===== config.mk =====
export PLATFORM = sky130hd
export DESIGN_NAME = serial_addsub_ctrl
export DESIGN_NICKNAME = d
export VERILOG_FILES = /design/src/rtl/addsub_pkg.sv /design/src/rtl/RippleCarryAdder.sv /design/src/rtl/serial_addsub_ctrl.sv
export SDC_FILE = /design/constraint.sdc
export NUM_CORES = 1
export LEC_CHECK = 0
export CORE_MARGIN = 3
export CORE_UTILIZATION = 40
export CTS_BUF_LIST = sky130_fd_sc_hd__clkbuf_16
export CTS_CLUSTER_DIAMETER = 150
export DETAILED_ROUTE_END_ITERATION = 6
export MAX_ROUTING_LAYER = met4
export PLACE_DENSITY_LB_ADDON = 0.2
export SETUP_SLACK_MARGIN = 0.3
export SLEW_MARGIN = 40
export SYNTH_ARGS = -nofsm -noshare
export SYNTH_HDL_FRONTEND = slang
export SYNTH_SLANG_ARGS = --single-unit

===== constraint.sdc =====
create_clock -name clk -period 4.68 [get_ports clk]
set_input_delay 1.17 -clock clk [delete_from_list [all_inputs] [get_ports clk]]
set_output_delay 1.17 -clock clk [all_outputs]
set_load 0.02 [all_outputs]

===== src/rtl/addsub_pkg.sv =====
// rtl/addsub_pkg.sv - shared state encoding, operation codes and default width
package addsub_pkg;

    typedef enum logic [1:0] {
        IDLE = 2'd0,
        RUN  = 2'd1,
        DONE = 2'd2
    } state_t;

    localparam logic OP_ADD = 1'b0;
    localparam logic OP_SUB = 1'b1;

    localparam int NIBBLES_DEFAULT = 8;

endpackage


===== src/rtl/RippleCarryAdder.sv =====
// rtl/RippleCarryAdder.sv - 4-bit ripple-carry adder shared by the serial datapath
//
// Ports:
//   A, B  : 4-bit addends
//   Cin   : carry in
//   Sum   : 4-bit sum
//   Cout  : carry out of bit 3
module RippleCarryAdder (
    input  logic [3:0] A,
    input  logic [3:0] B,
    input  logic       Cin,
    output logic [3:0] Sum,
    output logic       Cout
);

    logic c;

    always_comb begin
        c   = Cin;
        Sum = '0;
        for (int i = 0; i < 4; i++) begin
            Sum[i] = A[i] ^ B[i] ^ c;
            c      = (A[i] & B[i]) | (c & (A[i] ^ B[i]));
        end
        Cout = c;
    end

endmodule


===== src/rtl/serial_addsub_ctrl.sv =====
// rtl/serial_addsub_ctrl.sv - nibble-serial W-bit add/subtract unit with IDLE/RUN/DONE control
//
// Ports:
//   clk, rst        : clock, asynchronous active-high reset
//   start, op, a, b : operation request; sampled only while ready
//   ready, busy     : IDLE / RUN state indicators
//   done            : one-cycle pulse in DONE
//   result          : W-bit sum or difference, held until the next accepted start
//   carry, ovf, zero: carry out (1 = no borrow on subtract), signed overflow, result == 0
module serial_addsub_ctrl
    import addsub_pkg::*;
#(
    parameter int NIBBLES = NIBBLES_DEFAULT
) (
    input  logic                 clk,
    input  logic                 rst,
    input  logic                 start,
    input  logic                 op,
    input  logic [4*NIBBLES-1:0] a,
    input  logic [4*NIBBLES-1:0] b,
    output logic                 ready,
    output logic                 busy,
    output logic                 done,
    output logic [4*NIBBLES-1:0] result,
    output logic                 carry,
    output logic                 ovf,
    output logic                 zero
);

    localparam int W  = 4 * NIBBLES;
    localparam int CW = (NIBBLES > 1) ? $clog2(NIBBLES) : 1;
    localparam logic [CW-1:0] CNT_LAST = CW'(NIBBLES - 1);

    state_t         state, next_state;
    logic [W-1:0]   a_reg, b_reg, res_reg;
    logic [CW-1:0]  cnt;
    logic           carry_reg, ovf_reg, op_reg;
    logic           a_msb, b_msb;
    logic [3:0]     sum;
    logic           cout;
    logic           accept, last;

    assign accept = (state == IDLE) && start;
    assign last   = (cnt == CNT_LAST);

    RippleCarryAdder u_adder (
        .A   (a_reg[3:0]),
        .B   (b_reg[3:0]),
        .Cin (carry_reg),
        .Sum (sum),
        .Cout(cout)
    );

    always_ff @(posedge clk or posedge rst) begin
        if (rst) begin
            state <= IDLE;
        end else begin
            state <= next_state;
        end
    end

    always_comb begin
        next_state = state;
        ready      = 1'b0;
        busy       = 1'b0;
        done       = 1'b0;
        case (state)
            IDLE: begin
                ready = 1'b1;
                if (start) begin
                    next_state = RUN;
                end
            end
            RUN: begin
                busy = 1'b1;
                if (last) begin
                    next_state = DONE;
                end
            end
            DONE: begin
                done       = 1'b1;
                next_state = IDLE;
            end
            default: next_state = IDLE;
        endcase
    end

    // Subtraction is A + ~B + 1: B is inverted on capture and the carry
    // register is seeded with op so the first nibble supplies the +1.
    always_ff @(posedge clk or posedge rst) begin
        if (rst) begin
            a_reg     <= '0;
            b_reg     <= '0;
            res_reg   <= '0;
            cnt       <= '0;
            carry_reg <= 1'b0;
            ovf_reg   <= 1'b0;
            op_reg    <= 1'b0;
            a_msb     <= 1'b0;
            b_msb     <= 1'b0;
        end else if (accept) begin
            a_reg     <= a;
            b_reg     <= (op == OP_SUB) ? ~b : b;
            cnt       <= '0;
            carry_reg <= op;
            op_reg    <= op;
            a_msb     <= a[W-1];
            b_msb     <= b[W-1];
        end else if (state == RUN) begin
            a_reg     <= a_reg >> 4;
            b_reg     <= b_reg >> 4;
            res_reg   <= {sum, res_reg[W-1:4]};
            carry_reg <= cout;
            if (last) begin
                // sum[3] is the sign bit of the finished result; b_msb is the
                // original (uninverted) operand sign.
                if (op_reg == OP_SUB) begin
                    ovf_reg <= (a_msb != b_msb) && (sum[3] != a_msb);
                end else begin
                    ovf_reg <= (a_msb == b_msb) && (sum[3] != a_msb);
                end
            end else begin
                cnt <= cnt + 1'b1;
            end
        end
    end

    assign result = res_reg;
    assign carry  = carry_reg;
    assign ovf    = ovf_reg;
    assign zero   = (res_reg == '0);

endmodule


* Word level (Yosys, flattened, before mapping)
Index checks and enable logic that the tools add are counted.
** Storage, ports and cells
- Bits in registers :: 106
- Latch bits :: 0
- Bits in writable memories :: 0
- Memory bits (read-only) :: 0
- Bits of input ports :: 68
- Output and inout port bits :: 38
- Word-level logic and storage cells :: 69
- Memories :: 0
** Operators by class
- Add/subtract/negate cells :: 1
- $mul :: 0
- Divide/modulo/power cells :: 0
- Order comparisons :: 0
- Eq/ne operators :: 9
- Shifts and indexed selects :: 0
- Multiplexer cells :: 17
- Bitwise gates (word level) :: 22
- Reductions and logical operators :: 10
** Operator list (count)
- 32-bit 2-to-1 mux :: 5
- 32-bit zero test :: 1
- 32-bit NOT :: 1
- 3-bit 2-to-1 mux :: 3
- 1-bit AND :: 8
- 1-bit bitwise XOR :: 8
- 1-bit 2-to-1 mux :: 6
- 2-bit inequality test (second input constant) :: 3
- 2-bit AND reduction :: 3
- 2-bit 2-to-1 mux :: 2
- 1-bit bitwise OR :: 4
- 2-bit case mux with 2 select lines :: 1
- 3-bit by 1-bit adder with 3-bit output (second input constant) :: 1
- 3-bit equality test (second input constant) :: 1
- 1-bit logical AND :: 3
- 3-bit AND reduction :: 1
- 2-bit by 1-bit equality test with 1-bit output (second input constant) :: 1
- 2-bit equality test (second input constant) :: 1
- 2-bit zero test :: 1
- 1-bit inequality test :: 2
- 2-bit nonzero test :: 1
- 1-bit equality test :: 1
- 1-bit NOT :: 1

* Logic depth before layout (Yosys ltp)
Gate-level depths: netlist of run 1.
- Word-level depth :: 11
- Depth in mapped cells :: 9
- Depth with buffers taken out :: 9

* Cells and area by module
From an unflattened synthesis of run 1, not the netlist that was laid out.
** Unflattened totals
- Cells, all modules :: 549
- Area, all modules :: 4903.5 um2
** Modules (own cells, without submodules)
- serial_addsub_ctrl :: times used 1, cells an instance 535, area an instance 4785.8 um2, seq. area each 2652.5 um2
- RippleCarryAdder :: times used 1, cells an instance 14, area an instance 117.6 um2, seq. area each 0.0 um2

* Worst setup path after synthesis of run 1
OpenSTA, ideal clock, no wires.
- Path type :: register -> register
- From :: register carry_reg (netlist: carry)
- To :: register ovf_reg (netlist: ovf)
- Library setup time :: 82 ps
- Arrival :: 2490 ps
- Required time :: 4598 ps
- Path slack :: 2109 ps
- Stages on the path, launching flop included :: 10
- Buffers on the path :: 0
- Period minus slack after synthesis :: 2571 ps
- Cells stage by stage :: dfrtp_1 > fa_1 > inv_1 > fa_1 > inv_1 > fa_1 > inv_1 > fa_1 > or3_1 > a31oi_1
** On the way
- Word-level cells in the longest chain between the ends :: 10
- Elaborated cells between the ends (all ways) :: 11
- Those cells by class :: eq/ne: 1; mux: 1; bitwise: 7; reduce/logical: 2
** Ends and longest elaborated chain
- start, declared :: line serial_addsub_ctrl.sv:37 : logic carry_reg, ovf_reg, op_reg;
- start signal, assigned :: line serial_addsub_ctrl.sv:105 : carry_reg <= op;
- start signal, assigned :: line serial_addsub_ctrl.sv:113 : carry_reg <= cout;
- 1-bit AND (*) :: line RippleCarryAdder.sv:23 : c = (A[i] & B[i]) | (c & (A[i] ^ B[i]));
- 1-bit bitwise OR (*) :: line RippleCarryAdder.sv:23
- 1-bit AND (*) :: line RippleCarryAdder.sv:23
- 1-bit bitwise OR (*) :: line RippleCarryAdder.sv:23
- 1-bit AND (*) :: line RippleCarryAdder.sv:23
- 1-bit bitwise OR (*) :: line RippleCarryAdder.sv:23
- 1-bit bitwise XOR (*) :: line RippleCarryAdder.sv:22 : Sum[i] = A[i] ^ B[i] ^ c;
- 1-bit inequality test (*) :: line serial_addsub_ctrl.sv:118, serial_addsub_ctrl.sv:120
- 1-bit logical AND, on equally long branches :: line serial_addsub_ctrl.sv:120, serial_addsub_ctrl.sv:118
- 1-bit 2-to-1 mux (*) :: line serial_addsub_ctrl.sv:117 : if (op_reg == OP_SUB) begin
- end signal, assigned :: line serial_addsub_ctrl.sv:118 : ovf_reg <= (a_msb != b_msb) && (sum[3] != a_msb);
- end signal, assigned :: line serial_addsub_ctrl.sv:120 : ovf_reg <= (a_msb == b_msb) && (sum[3] != a_msb);
- end, declared :: line serial_addsub_ctrl.sv:37
Mark *: on every way between the ends. The rest lies on a longest branch, timed or not.
A chain may end at the register's enable or synchronous reset.

* Worst setup path after layout of run 1
- From :: register res_reg[31] (netlist: result[31])
- To :: output port zero
** On the way
- Word-level cells in the longest chain between the ends :: 1
** Ends and longest elaborated chain
- start, declared :: line serial_addsub_ctrl.sv:35 : logic [W-1:0] a_reg, b_reg, res_reg;
- start signal, assigned :: line serial_addsub_ctrl.sv:112 : res_reg <= {sum, res_reg[W-1:4]};
- 32-bit zero test :: line serial_addsub_ctrl.sv:131 : assign zero = (res_reg == '0);
- end, declared :: line serial_addsub_ctrl.sv:27 : output logic zero
Every way passes these cells.

==> flow_summary.ini, run 1 <==
[synthesis]
yosys.area_share.simple = 0.229
synth_mux_area_frac = 0
syn_area_per_cell_um2 = 8.98
synth_top_family_by_area = simple AND/OR/NAND/NOR gates
synth_compound_area_frac = 0.0972
synth_xor_area_frac = 0.0615
synth_nets = 613
syn_area_um2 = 4840
synth_fa_ha_area_frac = 0.0217
netlist_instances = 539
yosys_warnings = 0
ys_ff_latch = 106
yosysSeqAreaShare = 0.548
ys_types = 31

[global_route]
antenna_found_initial = 0
gr-total-overflow = 0
grt_pass1_wl_mm = 18.8
grt_max_degree = 89
grt_pass1_vias = 3940
grtUsageTotal = 0.178

[cells_and_area]
syn_to_final_growth_pct = 29.1
utilization = 0.538
diodes = 0
drive_above_1_share = 0.0413
mostFrequentLayoutCell = nand2_1
fin_nets = 699
final_cell_mix = 222 x nand2_1, 106 x dfrtp_1, 104 x clkdlybuf4s50_1

[die]
placementRows = 39
design.die.area_um2 = 13500
chipWidth_um = 116
initial_core_util = 0.417
die_h_um = 116
core_area_um2 = 11600
ios = 106

[min_path]
hold_path_startpoint = a_reg[11]
hold_class = flop to flop

[drt]
drt-pass1-iter-count = 4
drtAntennaViolNets = 0
wl_per_cell_um = 14.2
vias_per_cell = 5.02
drc = 0
drt_iter0_markers = 322
routed_wl_mm = 11.0
vias = 3882

[worst_setup_path]
cp-end-kind = primary output
arrival_ns = 2.01
setup.worst_path.start = result[31]
required_ns = 3.51
r2r-start = carry
critPathLaunchType = flop
critPathKind = flop to primary output
cp_max_fo = 4

[clocking]
cts_tree = yes
clockRootBuffer = clkbuf_16
cts_sinks = 106
htreeDepth = 3
clock_latency_ns = 0.34
clk_pin_slew_ns = 0.07
clk_path_buf_depth = 2
cts_setup_buffers = 0
cts_resized = 0
cts_buffers = 9
ctsHoldBuffers = 0

[power_and_ir_drop]
pwr-share-seq = 0.413
netSwitchingPower_w = 0.00156
vdd_drop_max_mv = 0.305
p_int_w = 0.00236
power_density_nw_per_um2 = 627
swShare = 0.398
p_comb_frac = 0.407
leakage_nw = 2.93
pwr-share-clk = 0.181

[timing]
slew_headroom = 0.512
setup_viol = 0
hold_viol_final = 0
grt_setup_unrepaired = no
finalCriticalPeriod_ns = 3.18
slew_violations = 0
fmax_ghz = 0.314
clock_skew_ns = 0.0119
period_share = 0.680
final.setup.tns_ns = 0
worst_pin_slew_ns = 0.732

[status]
outcome = completed

[placed_design]
dp_hpwl_mm = 7.44
gp_congestion = 0.772
port_buffers = 105

[run]
drv_cap = 0
==> power by group through the flow <==
| stage | logic (W) | clock network [W] | registers [W] |
|---|---|---|---|
| after floorplan | 0.000937 | 0 | 0.00171 |
| after global placement | 0.00155 | 0 | 0.00162 |
| after detailed placement | 0.00162 | 0 | 0.00164 |
| after CTS | 0.00162 | 0.000727 | 0.00162 |
| after global routing | 0.00182 | 0.000775 | 0.00168 |
| final | 0.00159 | 0.000708 | 0.00162 |
==> logic make-up after synthesis <==
logic type,after synthesis
AND/OR/NAND/NOR,278
flip-flops,106
AO/OA/AOI/OAI,71
buffers and inverters,44
XOR/XNOR,34
adder cells (fa/ha/maj),6
==> cell usage after synthesis <==
cell type  number  area, µm²
nor4_1          8       50.1
nand3_1         8       40.0
inv_1           8       30.0
nor3b_2         1       12.5
a22oi_1        28        210
nand2_1       222        833
and2_1          1       6.26
clkbuf_1       14       52.6
inv_2           1       3.75
nor2_1         31        116
o211ai_1        1       7.51
buf_4           2       15.0
a31oi_1        28        175
xor2_1         28        245
nand2b_1        1       6.26
or3b_1          1       8.76
buf_2          16       80.1
buf_6           2       22.5
a21oi_1         3       15.0
fa_1            4       80.1
nand4_1         2       12.5
o21ai_0         9       45.0
ha_1            2       25.0
or3_1           1       6.26
buf_1           1       3.75
nor2b_1         1       6.26
nor3b_1         1       7.51
o21bai_1        1       7.51
a221o_1         1       10.0
dfrtp_1       106       2650
xnor2_1         6       52.6
==> worst paths after layout <==
| path | to | slack, ns | cells past startpoint |
|---|---|---|---|
| hold / removal | a_reg[11] | 0.48 | 2 |
| min in group asynchronous | result[3] | 1.27 | 2 |
| max in group asynchronous | state[0] | 2.67 | 3 |
| setup / recovery | zero | 1.50 | 4 |
| hold reg to reg | a_reg[11] | 0.48 | 2 |
| setup reg to reg | ovf | 2.03 | 9 |
==> per-stage QoR <==
step / power (W) / hold WS [ns] / area (µm²) / std cells / setup WS, ns
floorplan: 0.00264 / 0.446 / 4840 / 539 / 0.721
global placement: 0.00317 / 0.458 / 5960 / 757 / 1.59
detailed placement: 0.00325 / 0.463 / 5960 / 757 / 1.50
CTS: 0.00397 / 0.482 / 6240 / 773 / 1.47
global route: 0.00427 / 0.503 / 6250 / 773 / 1.39
finish: 0.00392 / 0.478 / 6250 / 773 / 1.50
==> metal layers <==
layer  share of wire  track usage
met1            0.45        0.236
met2            0.50        0.288
met3           0.036       0.0282
met4          0.0096       0.0464
met5               0            -
==> cell type report <==
class,count,area (µm²)
multi-input cells,389,2000
flip-flops and latches,106,2650
clock buffers,9,225
inverters,9,36.3
repair buffers,110,1100
clock inverters,7,51.3
fillers,1073,5370
well taps,143,179
==> worst max-delay path, stage by stage, from the launching register on <==
cell             delay (ns)
dfrtp_1                0.43
nor4_1                 0.37
nand4_1                0.16
nor2_1                 0.11
clkdlybuf4s50_1        0.61
Note: power is estimated with default switching activity, not from simulation.
==> inputs of run 2 (changes only) <==
==> constraint.sdc (replaced) <==
create_clock -name clk -period 2.9 [get_ports clk]
set_input_delay 0.725 -clock clk [delete_from_list [all_inputs] [get_ports clk]]
set_output_delay 0.725 -clock clk [all_outputs]
set_load 0.02 [all_outputs]
==> flow_summary.ini, run 2 (synthesized netlist as in run 1, its figures left out) <==
[status]
outcome = completed

[cells_and_area]
fin_nets = 705
fill_cells = 1090
diodes = 0
drive_above_1_share = 0.0597
syn_to_final_growth_pct = 30.4
mostFrequentLayoutCell = nand2_1
final_cell_mix = 222 x nand2_1, 106 x dfrtp_1, 103 x clkdlybuf4s50_1

[min_path]
hold_depth = 2
hold_class = flop to flop

[timing]
hold_viol_final = 0
slew_violations = 0
grt_setup_unrepaired = yes
clock_skew_ns = 0.00922
final.setup.tns_ns = 0
setup_viol = 0
period_share = 0.874
fmax_ghz = 0.395
slew_headroom = 0.534
finalCriticalPeriod_ns = 2.53
worst_pin_slew_ns = 0.699

[clocking]
cts_tree = yes
clk_path_buf_depth = 2
htreeDepth = 3
clockRootBuffer = clkbuf_16
cts_sinks = 106
clk_pin_slew_ns = 0.08
clock_latency_ns = 0.34
cts_buffers = 9

[worst_setup_path]
critPathKind = flop to flop
cp-end-kind = flop
reg2regPathDepth = 9
required_ns = 3.15
cp_max_fo = 3
arrival_ns = 2.79
critPathLaunchType = flop

[power_and_ir_drop]
vdd_drop_max_mv = 0.438
pwr-share-clk = 0.180
netSwitchingPower_w = 0.00254
p_int_w = 0.00386
power_density_nw_per_um2 = 1010
p_comb_frac = 0.411
finalPower_w = 0.00639
swShare = 0.397
leakage_nw = 2.95
pwr-share-seq = 0.410

[drt]
drc = 0
drt-pass1-iter-count = 5
vias = 3911
drtAntennaViolNets = 0
wl_per_cell_um = 14.4
routed_wl_mm = 11.3
drt_iter0_markers = 377
vias_per_cell = 5.02

[die]
die_h_um = 116
initial_core_util = 0.417
ios = 106
design.die.area_um2 = 13500
core_area_um2 = 11600
placementRows = 39
chipWidth_um = 116

[global_route]
grt_pass1_wl_mm = 19.1
gr-total-overflow = 0
grtUsageTotal = 0.181
antenna_found_initial = 0
grt_max_degree = 107
grt_pass1_vias = 3841

[placed_design]
dp_hpwl_mm = 7.31
port_buffers = 105
gp_congestion = 0.797

[run]
drv_cap = 0
run 2: metrics by stage:
stage,hold WS (ns),setup WS [ns],cell area (µm²),std cells,util
after floorplan,0.446,0.329,4840,539,-
after global placement,0.460,0.358,6000,761,0.517
after detailed placement,0.464,0.310,6000,761,0.517
after CTS,0.483,0.331,6300,778,0.542
after global routing,0.512,0.278,6310,779,0.544
final,0.476,0.366,6310,779,0.544
run 2: layout make-up:
type	count	area [µm²]	area share
inverters	9	37.5	0.00595
repair buffers	116	1160	0.183
clock inverters	7	52.6	0.00833
multi-input cells	389	2010	0.318
well taps	143	179	0.0283
clock buffers	9	225	0.0357
flip-flops and latches	106	2650	0.420
run 2: critical path, stage by stage, from the launching register on:
cell and delay [ns]:
dfrtp_1 0.41, fa_2 0.38, inv_1 0.07, fa_1 0.15, inv_1 0.05, fa_2 0.33
inv_2 0.06, fa_1 0.44, or3_1 0.37, a31oi_1 0.18
run 2: power groups by stage:
stage | logic [W] | registers [W] | clock network [W]
2_1_floorplan | 0.00151 | 0.00276 | 0
3_3_place_gp | 0.00256 | 0.00261 | 0
3_5_place_dp | 0.00262 | 0.00264 | 0
4_1_cts | 0.00265 | 0.00262 | 0.00118
5_1_grt | 0.00298 | 0.00272 | 0.00125
6_report | 0.00263 | 0.00262 | 0.00115
run 2: final timing paths:
path / from / endpoint / slack (ns)
setup reg to reg: b_reg[0] / ovf / 0.37
min in group asynchronous: rst / b_reg[20] / 0.86
setup / recovery: b_reg[0] / ovf / 0.37
hold reg to reg: a_reg[13] / a_reg[13] / 0.48
hold / removal: a_reg[13] / a_reg[13] / 0.48
max in group asynchronous: rst / result[18] / 1.56
run 2: per-layer routing:
layer	up-vias	share of wire	wire, µm	GRT usage
li1	1943	-	-	-
met1	1872	0.45	5020	0.251
met2	92	0.50	5660	0.281
met3	4	0.043	488	0.0272
met4	0	0.0073	82	0.0464
met5	-	0	0	-
run 2: repair_timing:
| item | 4_1_cts | 5_1_grt |
|---|---|---|
| pin swaps | 1 | 4 |
| setup buffers | 1 | 1 |
| hold buffers | 0 | 0 |
| setup endpoints to repair | 2 | 1 |
| endpoints found under the hold margin | 0 | 0 |
| resized for setup | 3 | 3 |
